[config.mk]
export PLATFORM = sky130hd
export DESIGN_NAME = unified_mem_arbiter
export DESIGN_NICKNAME = d
export VERILOG_FILES = /design/src/rtl/mem_arb_pkg.sv /design/src/rtl/mem_arb_pick.sv /design/src/rtl/unified_mem_arbiter.sv
export SDC_FILE = /design/constraint.sdc
export NUM_CORES = 1
export LEC_CHECK = 0
export BUFFER_PORTS_ARGS = -buffer_cell sky130_fd_sc_hd__buf_4
export CORE_MARGIN = 8
export CORE_UTILIZATION = 45
export DETAILED_ROUTE_END_ITERATION = 6
export HOLD_SLACK_MARGIN = 0.02
export PLACE_DENSITY = 0.87
export SKIP_LAST_GASP = 1
export SYNTH_ARGS = -nofsm -noshare
export SYNTH_HDL_FRONTEND = slang
export SYNTH_SLANG_ARGS = --single-unit
[constraint.sdc]
create_clock -name clk -period 4.3 [get_ports clk]
set_clock_uncertainty 0.2 [all_clocks]
set_input_delay 0.86 -clock clk [delete_from_list [all_inputs] [get_ports clk]]
set_output_delay 0.86 -clock clk [all_outputs]
set_load 0.02 [all_outputs]
[src/rtl/mem_arb_pkg.sv]
// Shared encodings for the unified memory arbiter: FSM states, owner, access sizes
// and the data-side size/alignment check.
package mem_arb_pkg;

    localparam logic [1:0] ST_IDLE  = 2'd0;
    localparam logic [1:0] ST_ISSUE = 2'd1;
    localparam logic [1:0] ST_RESP  = 2'd2;

    typedef enum logic {
        OWN_I = 1'b0,
        OWN_D = 1'b1
    } owner_t;

    localparam logic [1:0] SZ_WORD = 2'b00;
    localparam logic [1:0] SZ_HALF = 2'b01;
    localparam logic [1:0] SZ_BYTE = 2'b10;
    localparam logic [1:0] SZ_RSVD = 2'b11;

    // Bytes never fault; the reserved size always does.
    function automatic logic d_cmd_err(input logic [1:0] size, input logic [1:0] addr_lo);
        logic err;
        case (size)
            SZ_WORD: err = (addr_lo != 2'b00);
            SZ_HALF: err = addr_lo[0];
            SZ_BYTE: err = 1'b0;
            default: err = 1'b1;
        endcase
        return err;
    endfunction

endpackage

[src/rtl/mem_arb_pick.sv]
// Combinational grant selection. ARB_RR_EN selects round-robin on ties; otherwise
// D wins ties unless the starvation counter has reached STARVE_LIMIT.
module mem_arb_pick
    import mem_arb_pkg::*;
#(
    parameter int STARVE_LIMIT = 4
) (
    input  logic       req_i,
    input  logic       req_d,
    input  owner_t     last_grant,
    input  logic [3:0] starve_cnt,
    output logic       grant_valid,
    output owner_t     grant
);

    logic unused_ok;

    assign grant_valid = req_i | req_d;

`ifdef ARB_RR_EN
    assign unused_ok = ^starve_cnt;

    always_comb begin
        grant = OWN_I;
        if (req_i && req_d) begin
            grant = (last_grant == OWN_I) ? OWN_D : OWN_I;
        end else if (req_d) begin
            grant = OWN_D;
        end
    end
`else
    assign unused_ok = logic'(last_grant);

    always_comb begin
        grant = OWN_I;
        if (req_i && req_d) begin
            grant = (starve_cnt >= 4'(STARVE_LIMIT)) ? OWN_I : OWN_D;
        end else if (req_d) begin
            grant = OWN_D;
        end
    end
`endif

endmodule

[src/rtl/unified_mem_arbiter.sv]
// Shares one synchronous-read memory port between instruction fetch and load/store.
// Build option: define ARB_RR_EN for round-robin tie-breaking instead of D priority.
module unified_mem_arbiter
    import mem_arb_pkg::*;
#(
    parameter int STARVE_LIMIT = 4
) (
    input  logic        clk,
    input  logic        rst,
    input  logic        i_req,
    input  logic [31:0] i_addr,
    output logic        i_ack,
    output logic        i_err,
    output logic [31:0] i_rdata,
    input  logic        d_req,
    input  logic        d_we,
    input  logic [1:0]  d_size,
    input  logic [31:0] d_addr,
    input  logic [31:0] d_wdata,
    output logic        d_ack,
    output logic        d_err,
    output logic [31:0] d_rdata,
    output logic        mem_ena,
    output logic        mem_wena,
    output logic [1:0]  mem_size,
    output logic [31:0] mem_addr,
    output logic [31:0] mem_wdata,
    input  logic [31:0] mem_rdata,
    output logic        busy,
    output logic [1:0]  state_dbg
);

    // Handshake: a requester raises req with its command stable and holds it until
    // the single-cycle ack; ack (with err/rdata) arrives two cycles after acceptance,
    // and the requester drops req in the cycle after ack.

    logic [1:0]  state;
    owner_t      owner;
    owner_t      last_grant;
    logic        err_q;
    logic        we_q;
    logic [3:0]  starve_cnt;
    logic [1:0]  size_q;
    logic [31:0] addr_q;
    logic [31:0] wdata_q;

    logic        in_resp;
    logic        arb_req_i;
    logic        arb_req_d;
    logic        grant_valid;
    owner_t      grant;
    logic        take;

    assign in_resp = (state == ST_RESP);

    // The finishing owner cannot re-win at its own RESP edge.
    assign arb_req_i = i_req & ~(in_resp && owner == OWN_I);
    assign arb_req_d = d_req & ~(in_resp && owner == OWN_D);

    mem_arb_pick #(
        .STARVE_LIMIT(STARVE_LIMIT)
    ) u_pick (
        .req_i      (arb_req_i),
        .req_d      (arb_req_d),
        .last_grant (last_grant),
        .starve_cnt (starve_cnt),
        .grant_valid(grant_valid),
        .grant      (grant)
    );

    assign take = grant_valid && (state == ST_IDLE || state == ST_RESP);

    always_ff @(posedge clk or negedge rst) begin
        if (!rst) begin
            state <= ST_IDLE;
        end else begin
            case (state)
                ST_IDLE:  state <= take ? ST_ISSUE : ST_IDLE;
                ST_ISSUE: state <= ST_RESP;
                ST_RESP:  state <= take ? ST_ISSUE : ST_IDLE;
                default:  state <= ST_IDLE;
            endcase
        end
    end

    always_ff @(posedge clk or negedge rst) begin
        if (!rst) begin
            owner      <= OWN_I;
            last_grant <= OWN_I;
            err_q      <= 1'b0;
            we_q       <= 1'b0;
            size_q     <= SZ_WORD;
            addr_q     <= 32'd0;
            wdata_q    <= 32'd0;
        end else if (take) begin
            owner      <= grant;
            last_grant <= grant;
            if (grant == OWN_I) begin
                err_q  <= (i_addr[1:0] != 2'b00);
                we_q   <= 1'b0;
                size_q <= SZ_WORD;
                addr_q <= i_addr;
            end else begin
                err_q   <= d_cmd_err(d_size, d_addr[1:0]);
                we_q    <= d_we;
                size_q  <= d_size;
                addr_q  <= d_addr;
                wdata_q <= d_wdata;
            end
        end
    end

    // Counts D grants that leave a pending fetch waiting; saturates rather than wraps.
    always_ff @(posedge clk or negedge rst) begin
        if (!rst) begin
            starve_cnt <= 4'd0;
        end else if (take) begin
            if (grant == OWN_I) begin
                starve_cnt <= 4'd0;
            end else if (i_req && starve_cnt != 4'hF) begin
                starve_cnt <= starve_cnt + 4'd1;
            end
        end
    end

    assign mem_ena   = (state == ST_ISSUE) && !err_q;
    assign mem_wena  = mem_ena && we_q;
    assign mem_size  = size_q;
    assign mem_addr  = addr_q;
    assign mem_wdata = wdata_q;

    assign i_ack   = in_resp && (owner == OWN_I);
    assign d_ack   = in_resp && (owner == OWN_D);
    assign i_err   = i_ack && err_q;
    assign d_err   = d_ack && err_q;
    assign i_rdata = (i_ack && !err_q) ? mem_rdata : 32'd0;
    assign d_rdata = (d_ack && !err_q && !we_q) ? mem_rdata : 32'd0;

    assign busy      = (state == ST_ISSUE) || in_resp;
    assign state_dbg = state;

endmodule

==> out/results.ini <==
[power]
pwr_density_cell_nw_per_um2 = 666
peakVddDrop_mv = 0.414
p_leak_uw = 0.00321
power.total_uw = 4090

[routing]
vias = 3672
firstDrtPassIters = 4
wl_per_cell_microns = 19.0
viasPerCell = 5.08
drtIter0Drc = 226
route.detailed.drc = 0
ant_nets = 0
routed_wl_mm = 13.7

[clock_tree]
h-tree-depth = 3
cts_resized = 0
cts_buffers = 9
clock_sinks = 75
cts.clk_slew.worst_paths_ps = 80
cts-root-buf = clkbuf_8
ctsHoldBuffers = 0
post_cts_buffers = 0
clk_latency_ps = 340
cts_tree = yes
clockBufferDepth = 2

[timing]
maxSlewViolCount = 0
rsz0062_at_grt = false
fin_crit_sh = 0.716
finalCriticalPeriod_ps = 3080
timing.slew.headroom = 0.260
setup_viol = 0
hold_viol = 0
tns_ps = 0
max_slew.worst_pin.slew_ps = 1110
max_freq_mhz = 325

[final_layout]
layout-drive-gt1-share = 0.503
antennaDiodeCount = 0
nNetsFinal = 754
fillers = 593
area_growth_pct = 60.0

[global_routing]
grt_max_degree = 76
grt_pass1_vias = 3895
grt_pass1_wl_mm = 20.4
grt_antenna_before_repair = 0
gr-total-overflow = 0
gr-usage-all-layers = 0.221

[logic_synthesis]
ys_ff_latch = 75
synth_ff_type = dfrtp_1
yosysSeqAreaShare = 0.488
synth_edf_count = 0
synth.cell_area_sq_um = 3840
yosysMostFrequentCell = dfrtp_1
ys_warn_count = 0
syn_area_per_cell_sq_um = 11.1
ys_async_sr_fraction = 1.00
synth_top_area_frac = 0.488
synthTopCellsByCount = 75 x dfrtp_1, 66 x and2_1, 33 x o21ai_0, 33 x o21ai_1, 32 x mux2i_1
yosysUniqueCellTypes = 41
synth_nets = 486
synthCells = 345
synth_top_area_cell = dfrtp_1
yosys-top-cells-area = dfrtp_1 49%, and2_1 11%, mux2_1 8.5%

[die]
initial_utilization = 0.465
rows = 33
io_pins = 274
coreArea_sq_um = 8260
dieHeight_microns = 108
die_w_microns = 108
dieArea_sq_um = 11800

[setup_path]
reg2reg_from = state_dbg[0]
r2r_cells = 8
end_kind = primary output
criticalPathCategory = register to primary output
worst-endpoint-arrival_ps = 2020
required_ps = 3240
reg2reg_to = mem_size[0]
r2r_setup_slack_ps = 1430
worst_setup_path_start_kind = register
path_max_fanout = 32
cp-startpoint = state_dbg[0]

[min_path]
hp-class = register to register
hold_depth = 1
holdPathEnd = mem_wdata[10]
hold_start = mem_wdata[10]

[run]
cap_violations = 0

[place]
hpwl_mm = 11.0
port_buffers = 273
gp_congestion = 0.901

[outcome]
status = finished, final reports clean

routing by layer:
| layer | share of wire | vias to the layer above | global-route usage |
|---|---|---|---|
| li1 | - | 1729 | - |
| met1 | 0.34 | 1744 | 0.227 |
| met2 | 0.55 | 180 | 0.415 |
| met3 | 0.090 | 19 | 0.0648 |
| met4 | 0.020 | 0 | 0.0802 |
| met5 | 0 | - | 0 |
worst max path at each step:
| stage | endpoint | slack, ps | depth (start not counted) |
|---|---|---|---|
| final | d_rdata[24] | 1220 | 7 |
| after floorplan | d_rdata[10] | 1540 | 6 |
| after global routing | d_rdata[21] | 1040 | 7 |
| after CTS | d_rdata[0] | 1200 | 7 |
| after detailed placement | mem_addr[17] | 1450 | 6 |
| after global placement | starve_cnt[0] | 1530 | 5 |
stage by stage:
step                std cells  utilization  worst slack, ps  hold slack, ps  instance area [sq um]
floorplan                 345            -             1540             289                   3840
global placement          707        0.720             1530             277                   5950
detailed placement        707        0.720             1450             282                   5950
CTS                       723        0.744             1200             300                   6150
global route              723        0.744             1040             309                   6150
finish                    723        0.744             1220             295                   6150
layout make-up:
type | instances | area [sq um] | area share
Clock buffer | 9 | 124 | 0.0202
Clock inverter | 7 | 76.3 | 0.0124
Inverter | 5 | 18.8 | 0.00305
Sequential cell | 75 | 1880 | 0.305
Multi-Input combinational cell | 243 | 1830 | 0.297
Timing Repair Buffer | 279 | 2090 | 0.341
Tap cell | 105 | 131 | 0.0214
sequential cells by signal (all words and copies together) (netlist names):
signal      cells
owner           1
mem_addr       32
we_q            1
state_dbg       2
mem_wdata      32
err_q           1
starve_cnt      4
mem_size        2
layout by cell type (no fill, tap or decap), types with 4 or more instances in the layout:
cell type	n
a22o_1	4
and2_1	66
buf_4	279
clkbuf_8	9
dfrtp_1	75
ha_1	6
inv_1	5
mux2_1	29
mux2_2	4
mux2i_1	32
nor2_1	4
o21ai_0	33
o21ai_1	33
critical path: stages (launching register included):
cell and delay (ps):
dfrtp_1 440, inv_1 110, ha_1 240, nand2_2 170
nor3_2 130, buf_4 270, and2_1 170, buf_4 140
power breakdown:
group / switching (uW) / leakage [uW] / internal, uW
Clock: 278 / 0.0000962 / 272
Combinational: 1290 / 0.00221 / 992
Sequential: 208 / 0.000908 / 1060
Total: 1770 / 0.00321 / 2320
kinds of logic after synthesis:
kind of cell    after synthesis  share of synthesized area
compound gates               82                      0.129
simple gates                 89                      0.141
mux                          66                      0.184
fa+ha+maj                     6                     0.0195
flops                        75                      0.488
buf+inv                      27                     0.0378
Power figures use the tool's default switching activity.
